`config.mk`:
```
export PLATFORM = sky130hd
export DESIGN_NAME = slot_op_scheduler_flat
export DESIGN_NICKNAME = d
export VERILOG_FILES = /design/src/rtl/slot_op_scheduler_pkg.sv /design/src/rtl/slot_op_scheduler_if.sv /design/src/rtl/slot_op_scheduler_mod5_serial.sv /design/src/rtl/slot_op_scheduler.sv /design/src/flat_wrapper.sv
export SDC_FILE = /design/constraint.sdc
export NUM_CORES = 1
export LEC_CHECK = 0
export BUFFER_PORTS_ARGS = -buffer_cell sky130_fd_sc_hd__buf_2
export CAP_MARGIN = 30
export CORE_MARGIN = 1.5
export CORE_UTILIZATION = 50
export CTS_BUF_LIST = sky130_fd_sc_hd__clkbuf_8 sky130_fd_sc_hd__clkbuf_16
export DETAILED_ROUTE_END_ITERATION = 10
export GPL_TIMING_DRIVEN = 0
export PLACE_DENSITY = 0.77
export REMOVE_ABC_BUFFERS = 1
export SYNTH_ARGS = -nofsm -noshare
export SYNTH_HDL_FRONTEND = slang
export SYNTH_SLANG_ARGS = --single-unit
```
`constraint.sdc`:
```
create_clock -name clk -period 3.5 [get_ports clk]
set_input_delay 0.7 -clock clk [delete_from_list [all_inputs] [get_ports clk]]
set_output_delay 0.7 -clock clk [all_outputs]
set_load 0.005 [all_outputs]
```
`src/rtl/slot_op_scheduler_pkg.sv`:
```
// slot_sched_pkg: shared op/FSM encodings, phase thresholds and op selection for slot_op_scheduler
package slot_sched_pkg;
  localparam logic [7:0] TH_SHR = 8'd128;
  localparam logic [7:0] TH_CLR = 8'd192;
  localparam int MOD_STEPS = 32;
  typedef enum logic [1:0] {OP_MOD5, OP_DIV2, OP_SHR2, OP_CLEAR} op_e;
  typedef enum logic [1:0] {IDLE, RUN, COMMIT} state_e;
  function automatic op_e op_sel(input logic [7:0] cnt);
    return (cnt == 8'd0) ? OP_MOD5 : (cnt < TH_SHR) ? OP_DIV2 : (cnt < TH_CLR) ? OP_SHR2 : OP_CLEAR;
  endfunction
endpackage

```
`src/rtl/slot_op_scheduler_if.sv`:
```
// slot_op_scheduler_if: operand handshake, result read port and commit status of the scheduler
interface slot_op_scheduler_if #(
  parameter int DATA_W = 32,
  parameter int SLOTS  = 4
) ();
  localparam int PTR_W = $clog2(SLOTS);
  logic              flush;
  logic              in_valid;
  logic              in_ready;
  logic [DATA_W-1:0] in_data;
  logic [PTR_W-1:0]  rd_addr;
  logic [DATA_W-1:0] rd_data;
  logic [SLOTS-1:0]  slot_valid;
  logic              commit_valid;
  logic [PTR_W-1:0]  commit_slot;
  logic              busy;
  modport master (
    output flush, in_valid, in_data, rd_addr,
    input  in_ready, rd_data, slot_valid, commit_valid, commit_slot, busy
  );
  modport slave (
    input  flush, in_valid, in_data, rd_addr,
    output in_ready, rd_data, slot_valid, commit_valid, commit_slot, busy
  );
endinterface

```
`src/rtl/slot_op_scheduler_mod5_serial.sv`:
```
// mod5_serial: bit-serial MSB-first modulo-5 reduction of one operand over MOD_STEPS cycles
module mod5_serial
  import slot_sched_pkg::*;
#(
  parameter int DATA_W = 32
) (
  input  logic              clk,
  input  logic              reset_n,
  input  logic              start_i,
  input  logic              abort_i,
  input  logic [DATA_W-1:0] operand_i,
  output logic [2:0]        rem_o,
  output logic              done_o
);
  logic [DATA_W-1:0] sh_q;
  logic [5:0]        step_q;
  logic [2:0]        r_q, r_d;
  logic              run_q;
  logic [3:0]        t;
  // r stays below 5, so one conditional subtract keeps it in range
  assign t      = {r_q, sh_q[DATA_W-1]};
  assign r_d    = (t >= 4'd5) ? 3'(t - 4'd5) : t[2:0];
  assign done_o = run_q && (step_q == 6'(MOD_STEPS - 1));
  assign rem_o  = r_q;
  always_ff @(posedge clk or negedge reset_n) begin
    if (!reset_n) begin
      sh_q   <= '0;
      step_q <= '0;
      r_q    <= '0;
      run_q  <= 1'b0;
    end else if (abort_i) begin
      step_q <= '0;
      run_q  <= 1'b0;
    end else if (start_i) begin
      sh_q   <= operand_i;
      step_q <= '0;
      r_q    <= '0;
      run_q  <= 1'b1;
    end else if (run_q) begin
      sh_q   <= sh_q << 1;
      r_q    <= r_d;
      step_q <= step_q + 6'd1;
      if (done_o) run_q <= 1'b0;
    end
  end
endmodule

```
`src/rtl/slot_op_scheduler.sv`:
```
// slot_op_scheduler: phase-selected operand ops written round-robin into a result array
module slot_op_scheduler
  import slot_sched_pkg::*;
#(
  parameter int DATA_W = 32,
  parameter int SLOTS  = 4,
  parameter int CNT_W  = 8
) (
  input logic                  clk,
  input logic                  reset_n,
  slot_op_scheduler_if.slave   bus
);
  localparam int PTR_W = $clog2(SLOTS);
  state_e            state_q, state_d;
  logic [CNT_W-1:0]  cnt_q;
  logic [PTR_W-1:0]  ptr_q, commit_slot_q;
  logic [SLOTS-1:0]  slot_valid_q;
  logic              commit_valid_q;
  logic [DATA_W-1:0] slots_q [SLOTS];
  logic              accept, mod_start, mod_done, wr_en;
  logic [DATA_W-1:0] wr_data;
  logic [2:0]        mod_rem;
  op_e               op;
  assign bus.in_ready     = reset_n && !bus.flush && (state_q == IDLE);
  assign accept           = bus.in_valid && bus.in_ready;
  assign op               = op_sel(cnt_q);
  assign bus.busy         = (state_q != IDLE);
  assign bus.rd_data      = slots_q[bus.rd_addr];
  assign bus.slot_valid   = slot_valid_q;
  assign bus.commit_valid = commit_valid_q;
  assign bus.commit_slot  = commit_slot_q;
  always_comb begin
    state_d   = state_q;
    mod_start = 1'b0;
    wr_en     = 1'b0;
    wr_data   = '0;
    if (!bus.flush) begin
      unique case (state_q)
        IDLE: if (accept) begin
          mod_start = (op == OP_MOD5);
          wr_en     = (op != OP_MOD5);
          state_d   = (op == OP_MOD5) ? RUN : IDLE;
          wr_data   = (op == OP_DIV2) ? bus.in_data >> 1 : (op == OP_SHR2) ? bus.in_data >> 2 : '0;
        end
        RUN:    state_d = mod_done ? COMMIT : RUN;
        COMMIT: begin
          state_d = IDLE;
          wr_en   = 1'b1;
          wr_data = DATA_W'(mod_rem);
        end
        default: state_d = IDLE;
      endcase
    end else begin
      state_d = IDLE;
    end
  end
  always_ff @(posedge clk or negedge reset_n) begin
    if (!reset_n) state_q <= IDLE;
    else          state_q <= state_d;
  end
  // flush clears bookkeeping only; slot contents survive for the consumer
  always_ff @(posedge clk or negedge reset_n) begin
    if (!reset_n) begin
      cnt_q          <= '0;
      ptr_q          <= '0;
      slot_valid_q   <= '0;
      commit_valid_q <= 1'b0;
      commit_slot_q  <= '0;
      for (int i = 0; i < SLOTS; i++) slots_q[i] <= '0;
    end else if (bus.flush) begin
      cnt_q          <= '0;
      ptr_q          <= '0;
      slot_valid_q   <= '0;
      commit_valid_q <= 1'b0;
      commit_slot_q  <= '0;
    end else begin
      cnt_q          <= cnt_q + CNT_W'(accept);
      commit_valid_q <= wr_en;
      if (wr_en) begin
        slots_q[ptr_q]      <= wr_data;
        commit_slot_q       <= ptr_q;
        slot_valid_q[ptr_q] <= 1'b1;
        ptr_q               <= ptr_q + PTR_W'(1);
      end
    end
  end
  mod5_serial #(.DATA_W(DATA_W)) u_mod5 (
    .clk       (clk),
    .reset_n   (reset_n),
    .start_i   (mod_start),
    .abort_i   (bus.flush),
    .operand_i (bus.in_data),
    .rem_o     (mod_rem),
    .done_o    (mod_done)
  );
endmodule

```
`src/flat_wrapper.sv`:
```
// flat-port wrapper written by rule: the top's interface ports become plain ports
module slot_op_scheduler_flat import slot_sched_pkg::*;
#(
  parameter int DATA_W = 32,
  parameter int SLOTS  = 4,
  parameter int CNT_W  = 8
)
  (clk, reset_n, bus_flush, bus_in_valid, bus_in_data, bus_rd_addr, bus_in_ready, bus_rd_data, bus_slot_valid, bus_commit_valid, bus_commit_slot, bus_busy);
  slot_op_scheduler_if #(.DATA_W(DATA_W), .SLOTS(SLOTS)) bus_i ();
  input logic clk;
  input logic reset_n;
  input wire logic [$bits(bus_i.flush)-1:0] bus_flush;
  input wire logic [$bits(bus_i.in_valid)-1:0] bus_in_valid;
  input wire logic [$bits(bus_i.in_data)-1:0] bus_in_data;
  input wire logic [$bits(bus_i.rd_addr)-1:0] bus_rd_addr;
  output wire logic [$bits(bus_i.in_ready)-1:0] bus_in_ready;
  output wire logic [$bits(bus_i.rd_data)-1:0] bus_rd_data;
  output wire logic [$bits(bus_i.slot_valid)-1:0] bus_slot_valid;
  output wire logic [$bits(bus_i.commit_valid)-1:0] bus_commit_valid;
  output wire logic [$bits(bus_i.commit_slot)-1:0] bus_commit_slot;
  output wire logic [$bits(bus_i.busy)-1:0] bus_busy;
  assign bus_i.flush = bus_flush;
  assign bus_i.in_valid = bus_in_valid;
  assign bus_i.in_data = bus_in_data;
  assign bus_i.rd_addr = bus_rd_addr;
  assign bus_in_ready = bus_i.in_ready;
  assign bus_rd_data = bus_i.rd_data;
  assign bus_slot_valid = bus_i.slot_valid;
  assign bus_commit_valid = bus_i.commit_valid;
  assign bus_commit_slot = bus_i.commit_slot;
  assign bus_busy = bus_i.busy;
  slot_op_scheduler #(.DATA_W(DATA_W), .SLOTS(SLOTS), .CNT_W(CNT_W)) u_core (.clk(clk), .reset_n(reset_n), .bus(bus_i));
endmodule
```
==> out/qor.csv, run 1 <==
metric,value,unit
Worst Skew,0.00558,ns
post-layout min period,3.10,ns
Num CTS Buffers,17,
post-route ant nets,0,
Max Cap Viol,0,
Critical Path End,u_core.u_mod5.sh_q[12],
CP startpoint,bus_flush,
post-synth cell types,48,
status,"finished, final reports clean",
Max Clock Freq,322,MHz
DRC,0,
post-DP HPWL,12800,um
Inserted Diodes,0,
routed wire length,19500,um
Synth Cell Area,8760,sq um
Layout Nets,755,
register bit total from synthesis,185,
vias in the first global route,5955,
layout cells sized above 1,37.6,%
Post-Place Cells,914,
Worst R2R Setup Slack,0.58,ns
r2r startpoint,u_core.cnt_q[2],
final hold vios,0,
final setup fails,0,
Die X,135,um
Clock Sinks,185,
crit path launch type,input port,
post-layout util,58.3,%
Yosys warning total,0,
Gate Count Post-Synth,648,
Avg Inst Size Synth,13.5,sq um
"Max FO, Critical Path",49,
CTS max path bufs,2,
"Req. time, crit path",3.82,ns
Post CTS Setup Buffer Count,0,
initial antenna violation count,0,
core box area,17200,sq um
actual slew at the worst max-slew pin,1.07,ns
first-pass GRT wire length,31500,um
latest clock arrival within the worst-skew pair,0.43,ns
remaining global-route overflow,0,
LEAKAGE,4.93,nW
Die Y,135,um
largest net degree at the start of global routing,136,
drt wl/cell,20.6,um
Final GP Congestion,0.770,
hold_buf cts,0,
power density over cell area,472,nW/um^2
I/O pins,79,
sequential area share after synthesis,52.8,%
final period utilization,88.7,%
Hold Slack,0.168,ns
post-CTS resize count,0,
Design Power,0.00474,W
Setup Crit Path Kind,input port to register,
Worst slew margin,28.6,%
Starting DRT DRC Count,358,
clk root buf,clkbuf_16,
CTS H-Tree Depth,4,
area grow syn2layout,14.8,%
share of flip-flops with an asynchronous set or reset,100,%
CP arrival,3.42,ns
Non-Filler Instances,946,
Setup crit end kind,register,
RSZ-0062 raised after global routing,false,
via count,5637,
Slew Limit Fails,0,
gr usage total,22.7,%
CTS tree,built,
vias per cell,5.96,
Hold Path Class,input port to asynchronous set/reset pin,
Worst R2R Path Depth,5,
Max VDD drop,342,uV
Post-synth EDFFs,0,
predominant post-synthesis flop cell,dfrtp_1,
Initial Util,50.8,%
R2R Path End,u_core.u_mod5.sh_q[12],
FP Rows,48,
total die area,18300,sq um
"Clk pin slew, worst setup/hold paths",0.07,ns
Pre-antenna DRT Iters,4,
I/O Buffers,77,
## synth_stat cells, types with 2 or more instances
cell type  number  share of area [%]
a21oi_1         6               0.34
a221oi_2        3               0.51
a22o_1         27                2.7
and2_1          3               0.21
and3_1          2               0.14
buf_1           5               0.21
buf_2          13               0.74
buf_4          13                1.1
buf_6           4               0.51
clkbuf_1       13               0.56
dfrtp_1       185                 53
ha_1            9                1.3
inv_1          22               0.94
mux2_1         29                3.7
mux2_2         83                 11
mux2i_1        13                1.5
mux4_2         31                8.0
nand2_1         6               0.26
nand2b_1        4               0.29
nand3_1        11               0.63
nand4_1         3               0.21
nor2_1         41                1.8
nor2b_1         5               0.36
nor3_1         38                2.2
o21ai_0        11               0.63
o21ai_2         4               0.40
o22ai_1         6               0.43
o22ai_2        24                3.4
o41ai_2         2               0.37
or3_1           2               0.14
or4_1           3               0.26
xnor2_1         5               0.50
xor2_1          7               0.70
## final cells by class
class | count | area, sq um
sequential | 185 | 4630
timing repair buffer | 89 | 643
tap | 225 | 282
clock inverter | 12 | 125
clock buffer | 20 | 467
inverter | 23 | 86.3
multi-input combinational | 392 | 3820
fill | 1340 | 7180
## worst min-delay path by stage
stage                            start                        end  slack (ns)  depth (start not counted)
floorplan                      reset_n  u_core.bus.commit_slot[0]        0.40                          0
global placement    u_core.slots_q[56]         u_core.slots_q[56]        0.47                          1
detailed placement  u_core.slots_q[49]         u_core.slots_q[49]        0.48                          1
CTS                            reset_n         u_core.slots_q[47]        0.17                          1
global route                   reset_n         u_core.slots_q[79]        0.19                          1
finish                         reset_n         u_core.slots_q[47]        0.17                          1
## per-stage QoR
step,setup WS (ns),setup TNS [ns],area (sq um)
after CTS,0.426,0,10100
after detailed placement,-0.0481,-0.0481,9460
after global placement,-4.44,-704.37,9150
final,0.396,0,10100
after global routing,0.286,0,10100
after floorplan,-0.534,-13.88,8480
## flip-flops by register name (all words and copies together) (netlist names), 2 cells and up
| name | count |
|---|---|
| u_core.bus.commit_slot | 2 |
| u_core.bus.slot_valid | 4 |
| u_core.cnt_q | 8 |
| u_core.ptr_q | 2 |
| u_core.slots_q | 124 |
| u_core.state_q | 2 |
| u_core.u_mod5.rem_o | 3 |
| u_core.u_mod5.sh_q | 32 |
| u_core.u_mod5.step_q | 6 |
## routing by layer
metal | track usage, % | wire length [um]
met1 | 29.3 | 8180
met2 | 38.5 | 10000
met3 | 3.93 | 887
met4 | 8.42 | 388
met5 | 0 | 0
## critical path, cell delays in order
cell and delay [ns]:
buf_2 0.20, buf_12 0.22, or4b_1 0.71, or4_2 0.97
buf_16 0.29, o32ai_1 0.23, nor2_1 0.06
## where the power goes
part | internal, W | total [W] | switching, W
combinational | 0.000194 | 0.000460 | 0.000266
sequential | 0.00228 | 0.00239 | 0.000108
clock | 0.00110 | 0.00189 | 0.000791
total | 0.00358 | 0.00474 | 0.00117
## kinds of logic after synthesis
group,after synthesis,share of synthesized area [%]
AO/OA/AOI/OAI,90,9.57
adder cells (fa/ha/maj),9,1.29
other,1,0.0428
flip-flops,185,52.8
AND/OR/NAND/NOR,124,7.07
buffers and inverters,71,4.13
multiplexers,156,23.9
XOR/XNOR,12,1.20
## layout by cell type, fill, tap and decap left out, types with 13 or more instances in the layout
cell       instances
mux2_2            83
buf_2             76
o22ai_2           24
mux2_1            29
dfrtp_1          185
mux2i_1           13
mux4_2            31
nor2_1            41
nor3_1            38
inv_1             25
clkbuf_16         17
a22o_1            27
Power figures use the tool's default switching activity.
==> run 2, diff against run 1 <==
--- a/config.mk
+++ b/config.mk
@@ -5,14 +5,17 @@
 export SDC_FILE = /design/constraint.sdc
 export NUM_CORES = 1
 export LEC_CHECK = 0
+export ABC_CLOCK_PERIOD_IN_PS = 3500
 export BUFFER_PORTS_ARGS = -buffer_cell sky130_fd_sc_hd__buf_2
 export CAP_MARGIN = 30
+export CELL_PAD_IN_SITES_DETAIL_PLACEMENT = 1
+export CELL_PAD_IN_SITES_GLOBAL_PLACEMENT = 1
 export CORE_MARGIN = 1.5
 export CORE_UTILIZATION = 50
 export CTS_BUF_LIST = sky130_fd_sc_hd__clkbuf_8 sky130_fd_sc_hd__clkbuf_16
 export DETAILED_ROUTE_END_ITERATION = 10
 export GPL_TIMING_DRIVEN = 0
-export PLACE_DENSITY = 0.77
+export PLACE_DENSITY = 0.89
 export REMOVE_ABC_BUFFERS = 1
 export SYNTH_ARGS = -nofsm -noshare
 export SYNTH_HDL_FRONTEND = slang
==> out/qor.csv, run 2 (same netlist as run 1, synthesis figures left out) <==
metric,value,unit,change
Worst Skew,0.0127,ns,+0.00713 ns
critical-path cell list,"buf_8, or4b_1, or4_2, buf_12, a21oi_1, o21ai_0",,
Largest Register,u_core.slots_q,,
post-CTS resize count,0,,unchanged
gr usage total,28.1,%,+5.4 points
routed wire length,24100,um,+23%
final setup fails,0,,unchanged
remaining global-route overflow,0,,unchanged
vias per cell,6.23,,+4.6%
FP Rows,48,,unchanged
Hold Path Class,input port to asynchronous set/reset pin,,
WP depth,6,,-1
Worst path max stage delay,0.98,ns,about the same
first-pass GRT wire length,38200,um,+21%
setup TNS,0,ns,unchanged
power density over cell area,498,nW/um^2,+5.5%
Die X,135,um,unchanged
"Cell Area, Placed",9490,sq um,+0.32%
largest net degree at the start of global routing,106,,-22%
status,"finished, final reports clean",,
Worst R2R Setup Slack,0.52,ns,-0.06 ns
actual slew at the worst max-slew pin,1.08,ns,+0.0127 ns
I/O Buffers,77,,unchanged
crit path launch type,input port,,
Starting DRT DRC Count,369,,+3.1%
Die Y,135,um,unchanged
Layout Nets,757,,+0.26%
CP bufs+invs,2,,-1
core box area,17200,sq um,unchanged
Initial Util,50.8,%,unchanged
Non-Filler Instances,947,,+0.11%
final period utilization,93.2,%,+4.5 points
clk root buf,clkbuf_16,,
final instance area,10100,sq um,+0.87%
R2R Path End,u_core.slots_q[73],,
biggest regs,"u_core.slots_q x124, u_core.u_mod5.sh_q x32, u_core.cnt_q x8",,
hold_buf cts,0,,unchanged
"Req. time, crit path",3.79,ns,-0.03 ns
area grow syn2layout,15.8,%,
Final GP Congestion,0.752,,-2.4%
CTS H-Tree Depth,4,,unchanged
Post CTS Setup Buffer Count,0,,unchanged
drt wl/cell,25.4,um,+23%
Worst slew margin,27.4,%,-1.2 points
CTS max path bufs,2,,unchanged
CTS tree,built,,
Clock Sinks,185,,unchanged
Worst R2R Path Depth,5,,unchanged
final hold vios,0,,unchanged
Post-Place Cells,916,,+0.22%
Max Clock Freq,307,MHz,-4.8%
post-DP HPWL,14900,um,+17%
LEAKAGE,4.98,nW,+0.93%
Setup Crit Path Kind,input port to register,,
post-layout min period,3.26,ns,+0.157 ns
vias in the first global route,6585,,+11%
I/O pins,79,,unchanged
"Clk pin slew, worst setup/hold paths",0.07,ns,about the same
initial antenna violation count,0,,unchanged
"commonest non-fill, non-tap cell in the layout",dfrtp_1,,
Largest register FFs,124,,unchanged
Slew Limit Fails,0,,unchanged
Inserted Diodes,0,,unchanged
RSZ-0062 raised after global routing,false,,
CP arrival,3.56,ns,+0.14 ns
r2r startpoint,u_core.cnt_q[2],,
post-route ant nets,0,,unchanged
Max Cap Viol,0,,unchanged
Critical Path End,u_core.u_mod5.rem_o[2],,
via count,5901,,+4.7%
CP startpoint,reset_n,,
layout cells sized above 1,38.1,%,+0.50 points
Max VDD drop,439,uV,+28%
Pre-antenna DRT Iters,5,,+1
most frequent cells in the layout,"185 x dfrtp_1, 83 x mux2_2, 76 x buf_2, 41 x nor2_1, 38 x nor3_1",,
latest clock arrival within the worst-skew pair,0.44,ns,about the same
CP max-delay cell,or4_2,,
Num CTS Buffers,17,,unchanged
Setup crit end kind,register,,
Hold Slack,0.298,ns,+0.130 ns
crit-path leading delay family,simple AND/OR/NAND/NOR gates,,
DRC,0,,unchanged
total die area,18300,sq um,unchanged
"Max FO, Critical Path",105,,+110%
## run 2: changes by cell type in the layout (fill, tap and decap cells not counted)
cell	change
clkinv_2	+3
buf_6	+2
inv_1	-3
buf_12	-1
clkbuf_8	-1
clkinvlp_4	-3
bufinv_16	+3
buf_16	+1
## run 2: cell type report
type / count / area (sq um)
clock buffers: 19 / 453
fillers: 1624 / 7090
flip-flops and latches: 185 / 4630
multi-input cells: 392 / 3820
clock inverters: 12 / 196
inverters: 23 / 86.3
repair buffers: 91 / 673
well taps: 225 / 282
## run 2: worst min-delay path by stage
stage / start / slack (ns) / cells after the start / endpoint
final: reset_n / 0.30 / 1 / u_core.u_mod5.run_q
after global routing: reset_n / 0.37 / 1 / u_core.slots_q[79]
after CTS: reset_n / 0.35 / 1 / u_core.u_mod5.run_q
after detailed placement: u_core.slots_q[102] / 0.48 / 1 / u_core.slots_q[102]
after global placement: u_core.slots_q[56] / 0.47 / 1 / u_core.slots_q[56]
after floorplan: reset_n / 0.40 / 0 / u_core.bus.commit_slot[0]
## run 2: worst register-to-register path: cells and delay by family, from the launching register on
family	cells	cell delay (ns)
multiplexers	1	0.39
AND/OR/NAND/NOR	1	0.75
buffers and inverters	1	0.26
AO/OA/AOI/OAI	2	1.04
flip-flops	1	0.43
## run 2: stage by stage
step / utilization, % / setup slack (ns) / total power [W]
detailed placement: 55.1 / -0.208 / 0.00291
global route: 58.8 / 0.0804 / 0.00520
floorplan: - / -0.534 / 0.00265
CTS: 58.8 / 0.227 / 0.00506
finish: 58.8 / 0.240 / 0.00505
global placement: 53.1 / -4.47 / 0.00282
## run 2: report_power, final
| group | internal, W | switching (W) |
|---|---|---|
| logic | 0.000197 | 0.000310 |
| clock network | 0.00130 | 0.000833 |
| registers | 0.00228 | 0.000127 |
## run 2: layer usage
metal  routed length (um)  vias up  global-route usage (%)
met2                12700      181                    48.7
met1                 9900     3176                    35.2
met5                    0        -                       0
met4                  474        0                    9.92
met3                  958       41                    5.35
li1                     -     2503                       -
